`config.mk`:
```
export PLATFORM = sky130hd
export DESIGN_NAME = atr_interface_parser
export DESIGN_NICKNAME = d
export VERILOG_FILES = /design/src/rtl/atr_interface_parser.sv
export SDC_FILE = /design/constraint.sdc
export NUM_CORES = 1
export LEC_CHECK = 0
export ABC_CLOCK_PERIOD_IN_PS = 7300
export CORE_MARGIN = 2
export CORE_UTILIZATION = 25
export DETAILED_ROUTE_END_ITERATION = 12
export GPL_TIMING_DRIVEN = 0
export HOLD_SLACK_MARGIN = 0.05
export SLEW_MARGIN = 20
export SYNTH_ARGS = -nofsm -noshare
export SYNTH_HDL_FRONTEND = slang
export SYNTH_SLANG_ARGS = --single-unit
export TNS_END_PERCENT = 1
```
`constraint.sdc`:
```
create_clock -name clk -period 7.3 [get_ports clk]
set_input_delay 2.19 -clock clk [delete_from_list [all_inputs] [get_ports clk]]
set_output_delay 2.19 -clock clk [all_outputs]
set_load 0.02 [all_outputs]
```
`src/rtl/atr_interface_parser.sv`:
```
// ATR byte-stream parser: walks TS/T0/interface/historical/TCK bytes, checks TCK,
// and commits TA1/TC1 only once the whole ATR has been accepted.
module atr_interface_parser #(
  parameter int         MAX_ATR_BYTES   = 33,
  parameter logic [3:0] DEFAULT_FI_CODE = 4'h1,
  parameter logic [3:0] DEFAULT_DI_CODE = 4'h1
) (
  input  logic        clk,
  input  logic        reset,
  input  logic        startAtr,
  input  logic [7:0]  dataIn,
  input  logic        dataStrobe,
  output logic [3:0]  fiCode,
  output logic [3:0]  diCode,
  output logic        ta1Present,
  output logic [7:0]  extraGuard,
  output logic        inverseConvention,
  output logic [3:0]  firstProtocol,
  output logic [15:0] protocolMask,
  output logic [3:0]  histCount,
  output logic        atrDone,
  output logic        atrError
);

  localparam int CW = $clog2(MAX_ATR_BYTES + 1);

  localparam logic [3:0] ST_IDLE  = 4'd0;
  localparam logic [3:0] ST_TS    = 4'd1;
  localparam logic [3:0] ST_T0    = 4'd2;
  localparam logic [3:0] ST_TA    = 4'd3;
  localparam logic [3:0] ST_TB    = 4'd4;
  localparam logic [3:0] ST_TC    = 4'd5;
  localparam logic [3:0] ST_TD    = 4'd6;
  localparam logic [3:0] ST_HIST  = 4'd7;
  localparam logic [3:0] ST_TCK   = 4'd8;
  localparam logic [3:0] ST_DONE  = 4'd9;
  localparam logic [3:0] ST_ERROR = 4'd10;

  logic [3:0]    state, nxt_state;
  logic [CW-1:0] byteCount, nxt_byteCount;
  logic [3:0]    pend, nxt_pend;
  logic          firstLevel, nxt_firstLevel;
  logic [3:0]    histLeft, nxt_histLeft;
  logic          tckExp, nxt_tckExp;
  logic [7:0]    tckAcc, nxt_tckAcc;
  logic [7:0]    ta1Sh, nxt_ta1Sh;
  logic          ta1Seen, nxt_ta1Seen;
  logic [7:0]    tc1Sh, nxt_tc1Sh;
  logic [3:0]    nxt_fiCode, nxt_diCode, nxt_firstProtocol, nxt_histCount;
  logic          nxt_ta1Present, nxt_inverseConvention;
  logic [7:0]    nxt_extraGuard;
  logic [15:0]   nxt_protocolMask;
  logic          active;

  // Next structural byte given the interface bytes still pending at this level
  function automatic logic [3:0] iface_next(input logic [3:0] p, input logic [3:0] k,
                                            input logic te);
    if (p[0])         return ST_TA;
    else if (p[1])    return ST_TB;
    else if (p[2])    return ST_TC;
    else if (p[3])    return ST_TD;
    else if (k != 0)  return ST_HIST;
    else if (te)      return ST_TCK;
    else              return ST_DONE;
  endfunction

  assign active   = (state != ST_IDLE) && (state != ST_DONE) && (state != ST_ERROR);
  assign atrDone  = (state == ST_DONE);
  assign atrError = (state == ST_ERROR);

  always_comb begin
    nxt_state             = state;
    nxt_byteCount         = byteCount;
    nxt_pend              = pend;
    nxt_firstLevel        = firstLevel;
    nxt_histLeft          = histLeft;
    nxt_tckExp            = tckExp;
    nxt_tckAcc            = tckAcc;
    nxt_ta1Sh             = ta1Sh;
    nxt_ta1Seen           = ta1Seen;
    nxt_tc1Sh             = tc1Sh;
    nxt_fiCode            = fiCode;
    nxt_diCode            = diCode;
    nxt_ta1Present        = ta1Present;
    nxt_extraGuard        = extraGuard;
    nxt_inverseConvention = inverseConvention;
    nxt_firstProtocol     = firstProtocol;
    nxt_protocolMask      = protocolMask;
    nxt_histCount         = histCount;

    if (startAtr) begin
      nxt_state             = ST_TS;
      nxt_byteCount         = '0;
      nxt_pend              = '0;
      nxt_firstLevel        = 1'b1;
      nxt_histLeft          = '0;
      nxt_tckExp            = 1'b0;
      nxt_tckAcc            = '0;
      nxt_ta1Sh             = '0;
      nxt_ta1Seen           = 1'b0;
      nxt_tc1Sh             = '0;
      nxt_fiCode            = DEFAULT_FI_CODE;
      nxt_diCode            = DEFAULT_DI_CODE;
      nxt_ta1Present        = 1'b0;
      nxt_extraGuard        = '0;
      nxt_inverseConvention = 1'b0;
      nxt_firstProtocol     = '0;
      nxt_protocolMask      = '0;
      nxt_histCount         = '0;
    end else if (dataStrobe && active) begin
      if (byteCount == CW'(MAX_ATR_BYTES)) begin
        nxt_state = ST_ERROR;
      end else begin
        nxt_byteCount = byteCount + 1'b1;
        if (state == ST_T0)      nxt_tckAcc = dataIn;
        else if (state != ST_TS) nxt_tckAcc = tckAcc ^ dataIn;
        case (state)
          ST_TS: begin
            if (dataIn == 8'h3B) begin
              nxt_inverseConvention = 1'b0;
              nxt_state             = ST_T0;
            end else if (dataIn == 8'h3F) begin
              nxt_inverseConvention = 1'b1;
              nxt_state             = ST_T0;
            end else begin
              nxt_state = ST_ERROR;
            end
          end
          ST_T0: begin
            nxt_pend      = dataIn[7:4];
            nxt_histCount = dataIn[3:0];
            nxt_histLeft  = dataIn[3:0];
            nxt_state     = iface_next(dataIn[7:4], dataIn[3:0], tckExp);
          end
          ST_TA: begin
            if (firstLevel) begin
              nxt_ta1Sh   = dataIn;
              nxt_ta1Seen = 1'b1;
            end
            nxt_pend  = pend & 4'b1110;
            nxt_state = iface_next(pend & 4'b1110, histLeft, tckExp);
          end
          ST_TB: begin
            nxt_pend  = pend & 4'b1100;
            nxt_state = iface_next(pend & 4'b1100, histLeft, tckExp);
          end
          ST_TC: begin
            if (firstLevel) nxt_tc1Sh = dataIn;
            nxt_pend  = pend & 4'b1000;
            nxt_state = iface_next(pend & 4'b1000, histLeft, tckExp);
          end
          ST_TD: begin
            nxt_protocolMask = protocolMask | (16'd1 << dataIn[3:0]);
            if (dataIn[3:0] != 4'd0) nxt_tckExp = 1'b1;
            if (firstLevel) nxt_firstProtocol = dataIn[3:0];
            nxt_firstLevel = 1'b0;
            nxt_pend       = dataIn[7:4];
            nxt_state      = iface_next(dataIn[7:4], histLeft, nxt_tckExp);
          end
          ST_HIST: begin
            nxt_histLeft = histLeft - 4'd1;
            if (histLeft == 4'd1) nxt_state = tckExp ? ST_TCK : ST_DONE;
          end
          ST_TCK: begin
            nxt_state = ((tckAcc ^ dataIn) == 8'h00) ? ST_DONE : ST_ERROR;
          end
          default: nxt_state = ST_ERROR;
        endcase
      end
    end

    // Commit uses next-cycle shadows so a TA1/TC1 that is itself the final byte is kept
    if (!startAtr && (nxt_state == ST_DONE) && (state != ST_DONE)) begin
      if (nxt_ta1Seen) begin
        nxt_fiCode = nxt_ta1Sh[7:4];
        nxt_diCode = nxt_ta1Sh[3:0];
      end
      nxt_ta1Present = nxt_ta1Seen;
      nxt_extraGuard = nxt_tc1Sh;
      if (nxt_firstLevel) nxt_protocolMask[0] = 1'b1;
    end
  end

  always_ff @(posedge clk or posedge reset) begin
    if (reset) begin
      state             <= ST_IDLE;
      byteCount         <= '0;
      pend              <= '0;
      firstLevel        <= 1'b0;
      histLeft          <= '0;
      tckExp            <= 1'b0;
      tckAcc            <= '0;
      ta1Sh             <= '0;
      ta1Seen           <= 1'b0;
      tc1Sh             <= '0;
      fiCode            <= DEFAULT_FI_CODE;
      diCode            <= DEFAULT_DI_CODE;
      ta1Present        <= 1'b0;
      extraGuard        <= '0;
      inverseConvention <= 1'b0;
      firstProtocol     <= '0;
      protocolMask      <= '0;
      histCount         <= '0;
    end else begin
      state             <= nxt_state;
      byteCount         <= nxt_byteCount;
      pend              <= nxt_pend;
      firstLevel        <= nxt_firstLevel;
      histLeft          <= nxt_histLeft;
      tckExp            <= nxt_tckExp;
      tckAcc            <= nxt_tckAcc;
      ta1Sh             <= nxt_ta1Sh;
      ta1Seen           <= nxt_ta1Seen;
      tc1Sh             <= nxt_tc1Sh;
      fiCode            <= nxt_fiCode;
      diCode            <= nxt_diCode;
      ta1Present        <= nxt_ta1Present;
      extraGuard        <= nxt_extraGuard;
      inverseConvention <= nxt_inverseConvention;
      firstProtocol     <= nxt_firstProtocol;
      protocolMask      <= nxt_protocolMask;
      histCount         <= nxt_histCount;
    end
  end

endmodule

```
==> impl_metrics.py <==
metrics = {
    "status": {
        "outcome": "completed",
    },
    "route": {
        "first_pass_iters": 5,
        "drc": 0,
        "ant_nets": 0,
        "vias": 3801,
        "wirelength_um": 13110,
        "wl_per_cell_um": 17.11,
        "dr.first_iter.drc_count": 226,
        "vias_per_cell": 4.962,
    },
    "yosys": {
        "yosysMostFrequentCell": "dfrtp_1",
        "synthTopCellsByArea": "dfrtp_1 46%, nor2_1 6.0%, mux2i_1 5.7%",
        "synth_top_cell_by_area": "dfrtp_1",
        "synth_top_flop_cell": "dfrtp_1",
        "synth_cell_types": 65,
        "avgSynthCellArea_um2": 9.833,
        "synthesis.nets": 485,
        "syn_area_um2": 4602,
        "yosys_warnings": 0,
        "netlist_top_cells_count": "84 x dfrtp_1, 74 x nor2_1, 29 x a21oi_1",
        "synth_enable_flop_cells": 0,
        "synth_seq_area_share_pct": 46.82,
        "synth-async-reset-ratio_pct": 100.0,
        "netlist_instances": 468,
        "synth_top_area_share_pct": 45.68,
        "synth_seq_cells": 86,
    },
    "timing": {
        "fin_crit_sh_pct": 71.14,
        "setup_viol": 0,
        "fin_crit_ps": 5193,
        "worst_pin_slew_ps": 702.5,
        "rsz0062_at_grt": "no",
        "finClkSkew_ps": 6.812,
        "drv_slew": 0,
        "worst_hold_slack_ps": 504.9,
        "fmax_mhz": 192.6,
        "finalSetupTns_ps": 0,
        "hold_viol_final": 0,
        "slew_headroom_pct": 51.96,
    },
    "job": {
        "drv_cap": 0,
    },
    "clock_network": {
        "path_clk_slew_ps": 60,
        "postCtsHoldBufs": 0,
        "post-cts-setup-buffers": 0,
        "cts_resized": 0,
        "cts_tree": "built",
        "cts_buffers": 9,
        "clock_path_buffers": 2,
        "clock-sinks": 86,
        "ctsHtreeMaxLevel": 3,
        "cts-root-buf": "clkbuf_16",
        "clock_latency_ps": 350,
    },
    "pwr": {
        "p_leak_nw": 2.572,
        "seq_power_share_pct": 36.1,
        "ir_worst_vdd_mv": 0.1105,
        "swShare_pct": 33.65,
        "p_per_area_nw_per_um2": 264.3,
        "combPwrFrac_pct": 29.3,
        "p_int_mw": 1.014,
        "p_switching_mw": 0.5141,
        "pwr-share-clk_pct": 34.6,
    },
    "global_routing": {
        "grt_usage_pct": 13.75,
        "grt_pass1_wl_um": 21490,
        "overflow": 0,
        "grt_pass1_vias": 3823,
        "antenna_found_initial": 0,
        "grt_max_degree": 57,
    },
    "finish": {
        "finish.instance_area_um2": 5779,
        "nets": 549,
        "post-route-util_pct": 32.06,
        "num_antenna_cells": 0,
        "layout-drive-gt1-share_pct": 11.36,
        "n_fill_cell": 1906,
        "area_growth_pct": 25.58,
    },
    "die": {
        "die_y_um": 139.7,
        "core_um2": 18020,
        "dieWidth_um": 139.7,
        "rows": 49,
        "initial_utilization_pct": 25.53,
        "io-pin-count": 56,
        "dieArea_um2": 19510,
    },
    "place": {
        "hpwl_um": 9314,
        "place_congestion": 0.8865,
        "port_buffers": 52,
        "post_dp_cell_area_um2": 5439,
    },
    "worst_hold_path": {
        "hold_path.class": "reg -> reg",
    },
    "worst_setup_path": {
        "setup.worst_path.end_class": "flip-flop",
        "path_max_fanout": 10,
        "start_kind": "input port",
        "critPathArrivalTime_ps": 5420,
        "required_ps": 7530,
        "criticalPathCategory": "in -> reg",
    },
}
-- cell usage in the layout (no fill, tap or decap), types with 9 or more instances in the layout --
master and instances:
inv_1 10, clkbuf_1 29, nor3_1 11, a21oi_1 29, nor2_1 74, xor2_1 12
dfrtp_1 84, o21ai_0 16, clkdlybuf4s50_1 52, clkbuf_16 9, nand2_1 21, mux2i_1 26
nor2b_1 25
-- sequential cells by signal (all words and copies together), names as in the netlist --
name               count
protocolMask          16
extraGuard             8
ta1Sh                  8
tc1Sh                  8
tckAcc                 8
byteCount              6
diCode                 4
fiCode                 4
firstProtocol          4
histCount              4
histLeft               4
state                  4
pend                   3
firstLevel             1
inverseConvention      1
ta1Present             1
ta1Seen                1
tckExp                 1
-- cells by family (layout without fill, tap and decap cells) --
| logic type | after synthesis | count (layout) | synth area share (%) |
|---|---|---|---|
| simple gates | 179 | 179 | 20.66 |
| compound gates | 96 | 96 | 14.22 |
| flops | 86 | 86 | 46.82 |
| buf+inv | 46 | 115 | 4.051 |
| mux | 42 | 42 | 10.22 |
| xor+xnor | 14 | 14 | 2.665 |
| fa+ha+maj | 5 | 5 | 1.359 |
-- power by group through the flow --
| stage | sequential [mW] | combinational, mW | clock, mW |
|---|---|---|---|
| floorplan | 0.556 | 0.314 | 0 |
| global placement | 0.558 | 0.443 | 0 |
| detailed placement | 0.560 | 0.443 | 0 |
| CTS | 0.551 | 0.445 | 0.538 |
| global route | 0.557 | 0.492 | 0.561 |
| finish | 0.551 | 0.448 | 0.528 |
-- metrics by stage --
step | worst slack (ps) | total power, mW | instances
2_1_floorplan | 2829 | 0.8699 | 468
6_report | 2107 | 1.528 | 766
3_5_place_dp | 1808 | 1.003 | 750
5_1_grt | 1855 | 1.610 | 766
4_1_cts | 2166 | 1.534 | 766
3_3_place_gp | 1563 | 1.002 | 749
-- worst max-delay path, cell delays in order --
cell             delay, ps
clkdlybuf4s50_1        510
clkbuf_1               530
xor2_1                 140
nor4_1                 450
nand4_1                150
a41oi_1                350
nand3_2                190
nor3_4                 560
mux2_4                 350
-- metal layers --
| layer | vias up | part of all wire (%) | global-route usage (%) |
|---|---|---|---|
| met2 | 114 | 47 | 22.01 |
| met3 | 14 | 4.5 | 2.409 |
| met4 | 0 | 1.3 | 3.789 |
| li1 | 1796 | - | - |
| met1 | 1877 | 47 | 19.24 |
| met5 | - | 0 | 0 |
-- path summary, 6_finish.rpt --
| kind | endpoint | start | depth (start not counted) | slack [ps] |
|---|---|---|---|---|
| max | fiCode[3] | dataIn[6] | 9 | 2110 |
| min | histLeft[1] | histLeft[1] | 2 | 500 |
| max reg2reg | fiCode[3] | histLeft[0] | 9 | 4100 |
| min reg2reg | histLeft[1] | histLeft[1] | 2 | 500 |
| max in group asynchronous | pend[3] | reset | 3 | 4480 |
| min in group asynchronous | extraGuard[0] | reset | 2 | 2200 |
-- final cells by class --
type	instances	area [µm²]	share of cell area, %
Buffer	35	145.1	2.511
Clock buffer	10	229.0	3.962
Clock inverter	6	111.4	1.927
Inverter	11	43.79	0.7577
Multi-Input combinational cell	336	2261	39.12
Sequential cell	86	2155	37.28
Tap cell	229	286.5	4.958
Timing Repair Buffer	53	548.0	9.483
(Power assumes the default switching activity.)
==> RTL edit 1 (same settings) <==
Make the reset (`reset`) synchronous in one clocked block.
--- a/src/rtl/atr_interface_parser.sv
+++ b/src/rtl/atr_interface_parser.sv
@@ -182,5 +182,5 @@
   end
 
-  always_ff @(posedge clk or posedge reset) begin
+  always_ff @(posedge clk) begin
     if (reset) begin
       state             <= ST_IDLE;
Behaviour: differs if reset is asserted again (counterexample within 4 cycles, from zero or initial values and one cycle with reset high); with reset held inactive, the same outputs for 4 cycles.
==> RTL edit 1 against the unedited design <==
- setup slack improved by 0.074 ns
- count of clock-buffer cells in the layout fell by 1
- final area fell by 9.1%
- die area fell by 9.1%
- synthesized area fell by 9.4%
- wire length fell by 14%
- sequential cell count did not move
- non-clock buffer count fell by 2
- register-to-register slack got worse by 0.02 ns
- worst hold slack got worse by 0.050 ns
- largest cell class unchanged
- highest routed layer unchanged
Power is not compared: it rests on default switching activity, and its combinational part moved more than twofold at a synthesized area within 25%.
==> RTL edit 1: results (changes against the unedited design) <==
Post-synth ARST share 0% (-100 points); headroom to the max-slew limit 47.97% (-4.0 points); final WL 11.23 mm (-14%); hold depth 2 (unchanged); sequential fraction of the synthesis area 41.28% (-5.5 points); Fill cells 1786 (-6.3%); met3 usage 2.473% (+0.065 points); Syn Nets 505 (+4.1%); GRT Overall Usage 12.87% (-0.88 points); layout cells sized above 1 9.189% (-2.2 points); gpl congestion 0.8889 (+0.27%); HP Start firstProtocol[1]$_SDFFE_PP0P_; first-pass GRT wire length 18.02 mm (-16%); met2 usage 20.78% (-1.2 points); GR met1 Demand/Resource 16.77% (-2.5 points); dpl hpwl 8.106 mm (-13%); count of cell types in the netlist 57 (-12%); clock-pin slew on the worst setup and hold paths 0.06 ns (about the same); htree depth 3 (unchanged); worst slack at placement 1.844 ns (+0.03514 ns); status complete, no violations; drt pass-1 iters 4 (-1); static leakage roughly 0.0018 uW; most frequent cells after synthesis 86 x dfxtp_1, 74 x nor2_1, 40 x a21oi_1, 37 x nand2_1, 28 x o21ai_0; Starting DRT DRC Count 238 (+5.3%); largest net degree at the start of global routing 16 (-72%); largest cells by area after synthesis dfxtp_1 41%, nor2_1 6.7%, mux2i_1 6.0%; Clock Skews 0.007101 ns (+0.0002890 ns); nets 567 (+3.3%); WP data arrival 5.35 ns (-0.07 ns); Reg-to-Reg Start byteCount[1]$_SDFFE_PP0P_; via count 3638 (-4.3%); vias in the first global route 3418 (-11%); port bufs 51 (-1.9%)
==> RTL edit 1: cell types whose count changed after synthesis, sizes merged, moves of 5 or more <==
cell / unedited run / this run
and2: 1 / 16
a21oi: 29 / 40
nand3: 6 / 11
nor3b: 3 / 9
nand2: 21 / 37
nor2b: 25 / 8
inv: 11 / 6
dfxtp: 0 / 86
dfrtp: 84 / 0
o21ai: 16 / 28
==> RTL edit 1: critical path, cell delays in order <==
cell	delay, ns
clkdlybuf4s50_1	0.51
clkbuf_1	0.43
xor2_1	0.12
nor4_1	0.38
nand2_1	0.13
a221oi_1	0.30
a31oi_1	0.28
nor3_4	0.60
mux2_2	0.40
==> RTL edit 1: final cells by class <==
class / count / area [um^2] / area share, %
multi-input cells: 362 / 2281 / 43.43
flip-flops and latches: 86 / 1722 / 32.78
repair buffers: 51 / 510.5 / 9.719
well taps: 220 / 275.3 / 5.241
clock buffers: 9 / 225.2 / 4.288
plain buffers: 35 / 145.1 / 2.763
clock inverters: 6 / 71.32 / 1.358
inverters: 6 / 22.52 / 0.4288
==> RTL edit 1: path summary, 6_finish.rpt <==
check,slack [ns],endpoint
setup / recovery,2.18,extraGuard[3]$_SDFFE_PP0P_
hold / removal,0.45,firstProtocol[1]$_SDFFE_PP0P_
setup reg to reg,4.08,extraGuard[3]$_SDFFE_PP0P_
hold reg to reg,0.45,firstProtocol[1]$_SDFFE_PP0P_
==> RTL edit 1: through the flow <==
stage	util (%)	instances	hold WS, ns	cell area (um^2)
floorplan	-	489	0.4653	4170
global placement	30.10	760	0.4477	4956
detailed placement	30.10	760	0.4477	4956
CTS	31.90	775	0.4566	5253
global route	31.90	775	0.4872	5253
finish	31.90	775	0.4548	5253
==> RTL edit 1: cells by family after synthesis <==
| family | after synthesis | share of synthesized area, % |
|---|---|---|
| compound gates | 101 | 14.91 |
| flops | 86 | 41.28 |
| mux | 41 | 10.32 |
| xor+xnor | 13 | 2.730 |
| fa+ha+maj | 4 | 1.200 |
| simple gates | 203 | 25.53 |
| buf+inv | 41 | 4.020 |
==> RTL edit 1: layer usage <==
| layer | part of all wire, % | up-vias | wire length, um |
|---|---|---|---|
| met5 | 0 | - | 0 |
| met4 | 2.4 | 0 | 271 |
| met3 | 2.8 | 16 | 319 |
| met2 | 47 | 69 | 5322 |
| met1 | 47 | 1713 | 5321 |
| li1 | - | 1840 | - |
==> RTL edit 1: power breakdown <==
part	switching (uW)	internal [uW]
combinational	50.6	23.7
sequential	2.24	472
clock	195	266
==> RTL edit 2 (config.mk and constraints unchanged) <==
Made on the original files. The parameter `MAX_ATR_BYTES` goes from 33 to 66.
--- a/src/rtl/atr_interface_parser.sv
+++ b/src/rtl/atr_interface_parser.sv
@@ -2,5 +2,5 @@
 // and commits TA1/TC1 only once the whole ATR has been accepted.
 module atr_interface_parser #(
-  parameter int         MAX_ATR_BYTES   = 33,
+  parameter int         MAX_ATR_BYTES   = 66,
   parameter logic [3:0] DEFAULT_FI_CODE = 4'h1,
   parameter logic [3:0] DEFAULT_DI_CODE = 4'h1
Check against the original RTL: same outputs for any inputs over 4 cycles, from zero or initial values and one cycle with reset high; that may be too few to reach the edited logic, so the function may still have changed.
==> RTL edit 2 against the unedited design <==
- power is 2.9% lower
- sequential cell count is 1 higher
- final cell count is 3.3% higher
- synthesized area shrank 0.41%
- clock skew increased by 0.00060 ns
- setup slack got worse by 0.15 ns
- wire length decreased by 1.4%
- critical path depth is 1 higher
- die area fell by 0.40%
- count of clock-buffer cells in the layout rose by 2
- clock power decreased by 14%
- critical endpoint is now ta1Present$_DFFE_PP0P_
- synthesized cell count increased by 4.9%
- largest power group unchanged
- highest routed layer unchanged
- largest cell class unchanged
- final area fell by 0.93%
==> RTL edit 2: results (changes against the unedited design) <==
WHS Endpoint protocolMask[9]$_DFFE_PP0P_; Worst Setup EP ta1Present$_DFFE_PP0P_; Hold Path Class flop to flop; CP max stage delay 0.59 ns (+0.03 ns); initial antenna violation count 0 (unchanged); worst vdd ir 0.0001087 V (-1.6%); Sw Ratio 35.15% (+1.5 points); port bufs 53 (+1.9%); CP Launch Point dataIn[2]; WP data arrival 5.58 ns (+0.16 ns); vias in the first global route 3802 (-0.55%); slowest stage cell, crit path nor4_1; final WL 12.92 mm (-1.4%); final worst-path cycle share 73.17% (+2.0 points); Placed Area 5441 um^2 (about the same); Syn Nets 508 (+4.7%); Clock Skews 0.007416 ns (+0.0006037 ns); status complete, no violations; Multi-input gate area 2196 um^2 (-2.9%); Fill cells 1841 (-3.4%); XOR/XNOR Fraction of Synth Area 3.058% (+0.39 points); static leakage 0.002339 uW (-9.0%); Synth Instances 491 (+4.9%); count of cell types in the netlist 63 (-3.1%); Tightest Pin Transition 0.7233 ns (+0.02083 ns); largest cells by area after synthesis dfrtp_1 46%, nor2_1 5.9%, mux2i_1 5.0%; layout cells sized above 1 6.584% (-4.8 points); HP Start protocolMask[9]$_DFFE_PP0P_; most frequent cells after synthesis 85 x dfrtp_1, 72 x nor2_1, 38 x nand2_1, 36 x a21oi_1; first-pass GRT wire length 21.05 mm (-2.1%); Inst Count DP 775 (+3.3%); dpl hpwl 9.027 mm (-3.1%); Starting DRT DRC Count 370 (+64%); post-synthesis adder-cell area fraction 1.365% (+0.0056 points); post-DR vias/cell 4.905 (-1.1%); sequential fraction of the synthesis area 47.56% (+0.74 points); worst slack at placement 1.630 ns (-0.1782 ns); Clock Latency Late Sink 0.35 ns (about the same); gpl congestion 0.8973 (+1.2%); depth of the worst register-to-register path 11 (+2); Reg2Reg Setup Slack 3.75 ns (-0.35 ns); GRT Overall Usage 13.57% (-0.18 points); hold_ws 0.4966 ns (-0.008311 ns); mux contribution to synthesized area 6.989% (-3.2 points); Final Non-Filler Cells 791 (+3.3%); Synth Area in Compound Gates 14.36% (+0.14 points)
[RTL edit 2: cell types whose count changed in the layout (fill, tap and decap cells not counted), sizes merged, moves of 4 or more]
cell | unedited run | this run
o21ai | 16 | 27
mux2 | 16 | 8
nand3 | 6 | 14
a32oi | 4 | 0
buf | 8 | 12
nor2b | 25 | 15
a31oi | 9 | 4
o22ai | 1 | 7
nand2 | 21 | 38
nor3 | 12 | 7
a21oi | 29 | 36
[RTL edit 2: worst reg2reg max path, delay by kind of cell, from the launching register on]
kind / cells / cell delay, ns
and+or+nand+nor: 4 / 1.59
AOI/OAI and AO/OA: 3 / 0.81
buffers and inverters: 3 / 0.43
DFF: 1 / 0.42
adders and majority gates: 1 / 0.19
[RTL edit 2: area by class of cell]
class | instances | share of cell area [%]
Buffer | 37 | 2.819
Sequential cell | 87 | 38.07
Clock buffer | 12 | 4.130
Timing Repair Buffer | 55 | 9.834
Tap cell | 229 | 5.004
Multi-Input combinational cell | 353 | 38.35
Clock inverter | 4 | 0.8304
Inverter | 14 | 0.9615
[RTL edit 2: metal layers]
layer	share of wire (%)	vias to the layer above	track usage [%]
met4	1.7	0	5.157
met5	0	-	0
met2	47	114	21.88
met3	4.4	20	1.686
met1	47	1889	18.67
li1	-	1857	-
[RTL edit 2: power groups by stage]
| stage | registers, uW | logic [uW] | clock network, uW |
|---|---|---|---|
| floorplan | 560 | 338 | 0 |
| global placement | 560 | 466 | 0 |
| detailed placement | 561 | 471 | 0 |
| CTS | 553 | 474 | 461 |
| global route | 558 | 526 | 481 |
| finish | 553 | 477 | 453 |
[RTL edit 2: kinds of logic (layout without fill, tap and decap cells)]
family,count (synthesis),after routing
mux,31,31
flops,87,87
xor+xnor,16,16
simple gates,195,195
compound gates,106,106
buf+inv,51,122
fa+ha+maj,5,5
